===== src/rtl/bcd_countdown_timer_pkg.sv =====
// Shared definitions for the BCD countdown timer: state encoding, digit constants, saturation helper.
package bcd_countdown_timer_pkg;

    localparam int unsigned DIGIT_W = 4;
    localparam logic [DIGIT_W-1:0] BCD_MAX = 4'd9;

    typedef enum logic [1:0] {
        ST_IDLE = 2'd0,
        ST_RUN  = 2'd1,
        ST_HOLD = 2'd2
    } state_t;

    // Clamp a nibble to the legal BCD range 0..9.
    function automatic logic [DIGIT_W-1:0] sat_digit(input logic [DIGIT_W-1:0] d);
        return (d > BCD_MAX) ? BCD_MAX : d;
    endfunction

endpackage


===== src/rtl/bcd_countdown_timer_if.sv =====
// Control/status bundle between the button front-end (master) and the timer (slave).
interface bcd_countdown_timer_if #(
    parameter int unsigned DIGITS = 2
);
    localparam int unsigned W = 4 * DIGITS;

    logic         load;
    logic [W-1:0] load_value;
    logic         start;
    logic         pause;
    logic         tick;
    logic [W-1:0] count;
    logic         running;
    logic         done;

    modport master (
        output load, load_value, start, pause, tick,
        input  count, running, done
    );

    modport slave (
        input  load, load_value, start, pause, tick,
        output count, running, done
    );
endinterface


===== src/rtl/bcd_countdown_timer_digit_down.sv =====
// One BCD digit of a subtract-one chain: 0 wraps to 9 and propagates the borrow.
module bcd_digit_down
    import bcd_countdown_timer_pkg::*;
(
    input  logic [3:0] digit,
    input  logic       borrow_in,
    output logic [3:0] next,
    output logic       borrow_out
);

    logic [3:0] digit_sat;

    // Out-of-range input digits behave as 9.
    assign digit_sat = sat_digit(digit);

    // Decrement only when borrowed from; a zero digit wraps and borrows onward.
    assign next       = borrow_in ? ((digit_sat == 4'd0) ? BCD_MAX : (digit_sat - 4'd1)) : digit_sat;
    assign borrow_out = borrow_in & (digit == 4'd0);

endmodule


===== src/rtl/bcd_countdown_timer.sv =====
// Multi-digit BCD down-counter with load, start/pause control and a one-cycle terminal-count pulse.
module bcd_countdown_timer
    import bcd_countdown_timer_pkg::*;
#(
    parameter int unsigned DIGITS = 2
)(
    input  logic                   clk,
    input  logic                   reset,
    bcd_countdown_timer_if.slave   bus
);

    localparam int unsigned W = DIGITS * DIGIT_W;

    state_t         state_q;
    logic [W-1:0]   count_q;
    logic           running_q;
    logic           done_q;

    logic [W-1:0]   dec_c;
    logic [W-1:0]   sat_c;
    logic [DIGITS:0] borrow_c;
    logic           zero_c;
    logic           one_c;

    // The chain always subtracts one; the final borrow only survives when every digit is 0.
    assign borrow_c[0] = 1'b1;

    // Per-digit decrement and load saturation.
    for (genvar i = 0; i < DIGITS; i++) begin : g_digit
        bcd_digit_down u_digit (
            .digit      (count_q[i*DIGIT_W +: DIGIT_W]),
            .borrow_in  (borrow_c[i]),
            .next       (dec_c[i*DIGIT_W +: DIGIT_W]),
            .borrow_out (borrow_c[i+1])
        );
        assign sat_c[i*DIGIT_W +: DIGIT_W] = sat_digit(bus.load_value[i*DIGIT_W +: DIGIT_W]);
    end

    // Zero falls out of the borrow chain; one marks the terminal tick.
    assign zero_c = borrow_c[DIGITS];
    assign one_c  = (count_q == W'(1));

    // Control FSM with registered count, running and done.
    always_ff @(posedge clk or posedge reset) begin
        if (reset) begin
            state_q   <= ST_IDLE;
            count_q   <= '0;
            running_q <= 1'b0;
            done_q    <= 1'b0;
        end else begin
            done_q <= 1'b0;
            if (bus.load) begin
                count_q   <= sat_c;
                state_q   <= ST_IDLE;
                running_q <= 1'b0;
            end else begin
                case (state_q)
                    ST_RUN: begin
                        if (bus.pause) begin
                            state_q   <= ST_HOLD;
                            running_q <= 1'b0;
                        end else if (bus.tick) begin
                            count_q <= dec_c;
                            if (one_c) begin
                                state_q   <= ST_IDLE;
                                running_q <= 1'b0;
                                done_q    <= 1'b1;
                            end
                        end
                    end
                    ST_IDLE, ST_HOLD: begin
                        if (bus.start && !zero_c) begin
                            state_q   <= ST_RUN;
                            running_q <= 1'b1;
                        end
                    end
                    default: begin
                        state_q   <= ST_IDLE;
                        running_q <= 1'b0;
                    end
                endcase
            end
        end
    end

    assign bus.count   = count_q;
    assign bus.running = running_q;
    assign bus.done    = done_q;

endmodule


===== src/flat_wrapper.sv =====
// flat-port wrapper written by rule: the top's interface ports become plain ports
module bcd_countdown_timer_flat import bcd_countdown_timer_pkg::*;
#(
    parameter int unsigned DIGITS = 2
)
  (clk, reset, bus_load, bus_load_value, bus_start, bus_pause, bus_tick, bus_count, bus_running, bus_done);
  bcd_countdown_timer_if #(.DIGITS(DIGITS)) bus_i ();
  input  logic clk;
  input  logic reset;
  input wire logic [$bits(bus_i.load)-1:0] bus_load;
  input wire logic [$bits(bus_i.load_value)-1:0] bus_load_value;
  input wire logic [$bits(bus_i.start)-1:0] bus_start;
  input wire logic [$bits(bus_i.pause)-1:0] bus_pause;
  input wire logic [$bits(bus_i.tick)-1:0] bus_tick;
  output wire logic [$bits(bus_i.count)-1:0] bus_count;
  output wire logic [$bits(bus_i.running)-1:0] bus_running;
  output wire logic [$bits(bus_i.done)-1:0] bus_done;
  assign bus_i.load = bus_load;
  assign bus_i.load_value = bus_load_value;
  assign bus_i.start = bus_start;
  assign bus_i.pause = bus_pause;
  assign bus_i.tick = bus_tick;
  assign bus_count = bus_i.count;
  assign bus_running = bus_i.running;
  assign bus_done = bus_i.done;
  bcd_countdown_timer #(.DIGITS(DIGITS)) u_core (.clk(clk), .reset(reset), .bus(bus_i));
endmodule

===== config.mk =====
export PLATFORM = sky130hd
export DESIGN_NAME = bcd_countdown_timer_flat
export DESIGN_NICKNAME = d
export VERILOG_FILES = /design/src/rtl/bcd_countdown_timer_pkg.sv /design/src/rtl/bcd_countdown_timer_if.sv /design/src/rtl/bcd_countdown_timer_digit_down.sv /design/src/rtl/bcd_countdown_timer.sv /design/src/flat_wrapper.sv
export SDC_FILE = /design/constraint.sdc
export NUM_CORES = 1
export LEC_CHECK = 0
export BUFFER_PORTS_ARGS = -buffer_cell sky130_fd_sc_hd__clkbuf_2
export CAP_MARGIN = 20
export CORE_MARGIN = 1.5
export CORE_UTILIZATION = 52
export DETAILED_ROUTE_END_ITERATION = 8
export PLACE_DENSITY = 0.88
export SLEW_MARGIN = 20
export SYNTH_ARGS = -nofsm -noshare
export SYNTH_HDL_FRONTEND = slang
export SYNTH_SLANG_ARGS = --single-unit
export TNS_END_PERCENT = 5

===== constraint.sdc =====
create_clock -name clk -period 2.9 [get_ports clk]
set_input_delay 0.145 -clock clk [delete_from_list [all_inputs] [get_ports clk]]
set_output_delay 0.145 -clock clk [all_outputs]
set_load 0.005 [all_outputs]

==> flow_metrics.env <==
export IMPL_syn_area_um2=758
export IMPL_reg2reg_depth=4
export IMPL_grt_antenna_before_repair=0
export IMPL_finalWorstSetupSlack_ns=1.32
export IMPL_rows=13
export IMPL_yosysUniqueCellTypes=32
export IMPL_initialDrtViolationCount=17
export IMPL_worst_setup_path_start_kind="register"
export IMPL_wl_per_cell_um=13.1
export IMPL_clockBufferDepth=2
export IMPL_h_tree_depth=1
export IMPL_n_antenna_cell=0
export IMPL_rsz0062_at_grt="false"
export IMPL_fmax_ghz=0.632
export IMPL_async_reset_ff_frac=1.00
export IMPL_outcome="completed"
export IMPL_ant_nets=0
export IMPL_firstDrtPassIters=4
export IMPL_slew_headroom=0.635
export IMPL_drc_errors=0
export IMPL_seq_area_frac_synth=0.363
export IMPL_r2r_start="u_core.bus.count[0]"
export IMPL_netlist_instances=89
export IMPL_grt_max_degree=19
export IMPL_dp_hpwl_um=1250
export IMPL_synth_net_count=103
export IMPL_maxCapViolCount=0
export IMPL_cts_sinks=11
export IMPL_cts_clk_slew_worst_paths_ns=0.07
export IMPL_worstReg2RegEnd="u_core.bus.count[5]"
export IMPL_skew_ns=0.00367
export IMPL_end_kind="register"
export IMPL_io_pins=24
export IMPL_vias=754
export IMPL_critical_path_required_ns=3.07
export IMPL_drive_above_1_share=0.261
export IMPL_min_from="bus_load_value[0]"
export IMPL_numCtsBuffers=3
export IMPL_min_to="u_core.bus.count[0]"
export IMPL_ctsResizeCount=0
export IMPL_hold_viol=0
export IMPL_crit_type="register to register"
export IMPL_post_route_util=0.664
export IMPL_grt_use_total=0.238
export IMPL_die_w_um=41.2
export IMPL_ys_seq_elements=11
export IMPL_overflow=0
export IMPL_yosysWarnings=0
export IMPL_slew_viol_final=0
export IMPL_synth_edf_count=0
export IMPL_tightest_slew_ns=0.540
export IMPL_preCtsSetupSlack_ns=1.32
export IMPL_tns_ns=0
export IMPL_fp_dieH_um=41.2
export IMPL_cts_tree="yes"
export IMPL_peakVddDrop_uv=289
export IMPL_reg2reg_setup_slack_ns=1.32
export IMPL_dieArea_mm2=0.00170
export IMPL_grt_pass1_wl_um=2570
export IMPL_routed_via_density=5.98
export IMPL_postSynthAreaPerCell_um2=8.52
export IMPL_power_density_mw_per_mm2=433
export IMPL_grt_pass1_vias=667
export IMPL_fillers=124
export IMPL_setup_violations=0
export IMPL_clk_latency_ns=0.28
export IMPL_hp_class="input port to register"
export IMPL_finalCriticalPeriod_ns=1.58
export IMPL_holdPathStages=3
export IMPL_syn2layout_area_growth_pct=16.8
export IMPL_fin_crit_sh=0.545
export IMPL_initial_core_util=0.568
export IMPL_arrival_ns=1.75
export IMPL_synthFlopType="dfrtp_1"
export IMPL_power_leakage_uw=0.000386
export IMPL_cp_max_fo=10
export IMPL_power_uw=384
export IMPL_drt_wl_total_um=1650
export IMPL_core_mm2=0.00133
export IMPL_portBuffers=23
export IMPL_nNetsFinal=126
export IMPL_gp_routability_congestion=0.799
export IMPL_clockRootBuffer="clkbuf_4"
layer usage:
metal  track usage  routed length [µm]
met5             0                   0
met4         0.177                  51
met3        0.0217                  89
met2         0.402                 795
met1         0.275                 709
worst max-delay path: stages, from the launching register on:
cell	delay, ns
dfrtp_1	0.50
or4_4	0.59
nor2_1	0.11
o21ai_1	0.06
a31o_1	0.22
repair_timing:
item / 4_1_cts / 5_1_grt
hold buffers: 1 / 0
buffers inserted: 0 / 0
endpoints found under the hold margin: 11 / 0
where the power goes:
group          internal, µW  switching, µW  leakage (µW)
combinational          40.7           42.5      0.000233
sequential              165           26.9      0.000138
clock                  53.4           54.9     0.0000150
total                   260            124      0.000386
state kept, by name, indices dropped and copies added (netlist names):
signal            flops
u_core.bus.done       1
u_core.bus.count      8
u_core.state_q        2
placed cells by master, fill, tap and decap left out, drive strengths merged, types with 3 or more instances in the layout:
cell,synthesis,layout
a21oi,3,3
nand3,6,6
nor3,4,4
a31oi,4,4
nand2,6,6
a32oi,3,3
dfrtp,11,11
inv,6,6
nor2,9,9
clkbuf,1,27
o21ai,12,12
xor2,3,3
final cells by class:
class	instances	area, µm²	area share
Multi-Input combinational cell	66	418	0.472
Sequential cell	11	275	0.311
Timing Repair Buffer	24	125	0.141
Clock buffer	4	26.3	0.0297
Inverter	6	22.5	0.0254
Tap cell	15	18.8	0.0212
worst max path at each step:
stage / cells past startpoint / to / startpoint / slack, ns
floorplan: 5 / u_core.bus.count[5] / u_core.bus.count[0] / 1.38
global placement: 4 / u_core.bus.count[5] / u_core.bus.count[0] / 1.36
detailed placement: 4 / u_core.bus.count[6] / u_core.state_q[1] / 1.32
CTS: 4 / u_core.bus.count[6] / u_core.state_q[1] / 1.31
global route: 4 / u_core.bus.count[6] / u_core.state_q[1] / 1.22
finish: 4 / u_core.bus.count[5] / u_core.bus.count[0] / 1.32
cells by family (layout without fill, tap and decap cells):
kind of cell	after synthesis	in the layout	synth area share
xor+xnor	4	4	0.0462
simple gates	34	34	0.272
mux	2	2	0.0281
buf+inv	12	34	0.0858
compound gates	26	26	0.205
flops	11	11	0.363
metrics by stage:
stage | hold slack, ns | cell area, µm² | cells
2_1_floorplan | -0.00256 | 758 | 89
3_3_place_gp | 0.143 | 850 | 121
3_5_place_dp | 0.148 | 850 | 121
4_1_cts | 0.104 | 886 | 126
5_1_grt | 0.126 | 886 | 126
6_report | 0.104 | 886 | 126
cells in the mapped netlist, drive strengths merged, types with 2 or more instances:
master	instances	area, µm²
a21oi	3	15.0
dfrtp	11	275
a31oi	4	25.0
nor3	4	20.0
buf	5	38.8
nand3	6	35.0
inv	6	22.5
xor2	3	26.3
nand2	6	22.5
a32oi	3	26.3
o21ai	12	60.1
nor2	9	33.8
o22ai	2	12.5
nand3b	2	15.0
No activity file was read; power rests on OpenSTA's default activity.
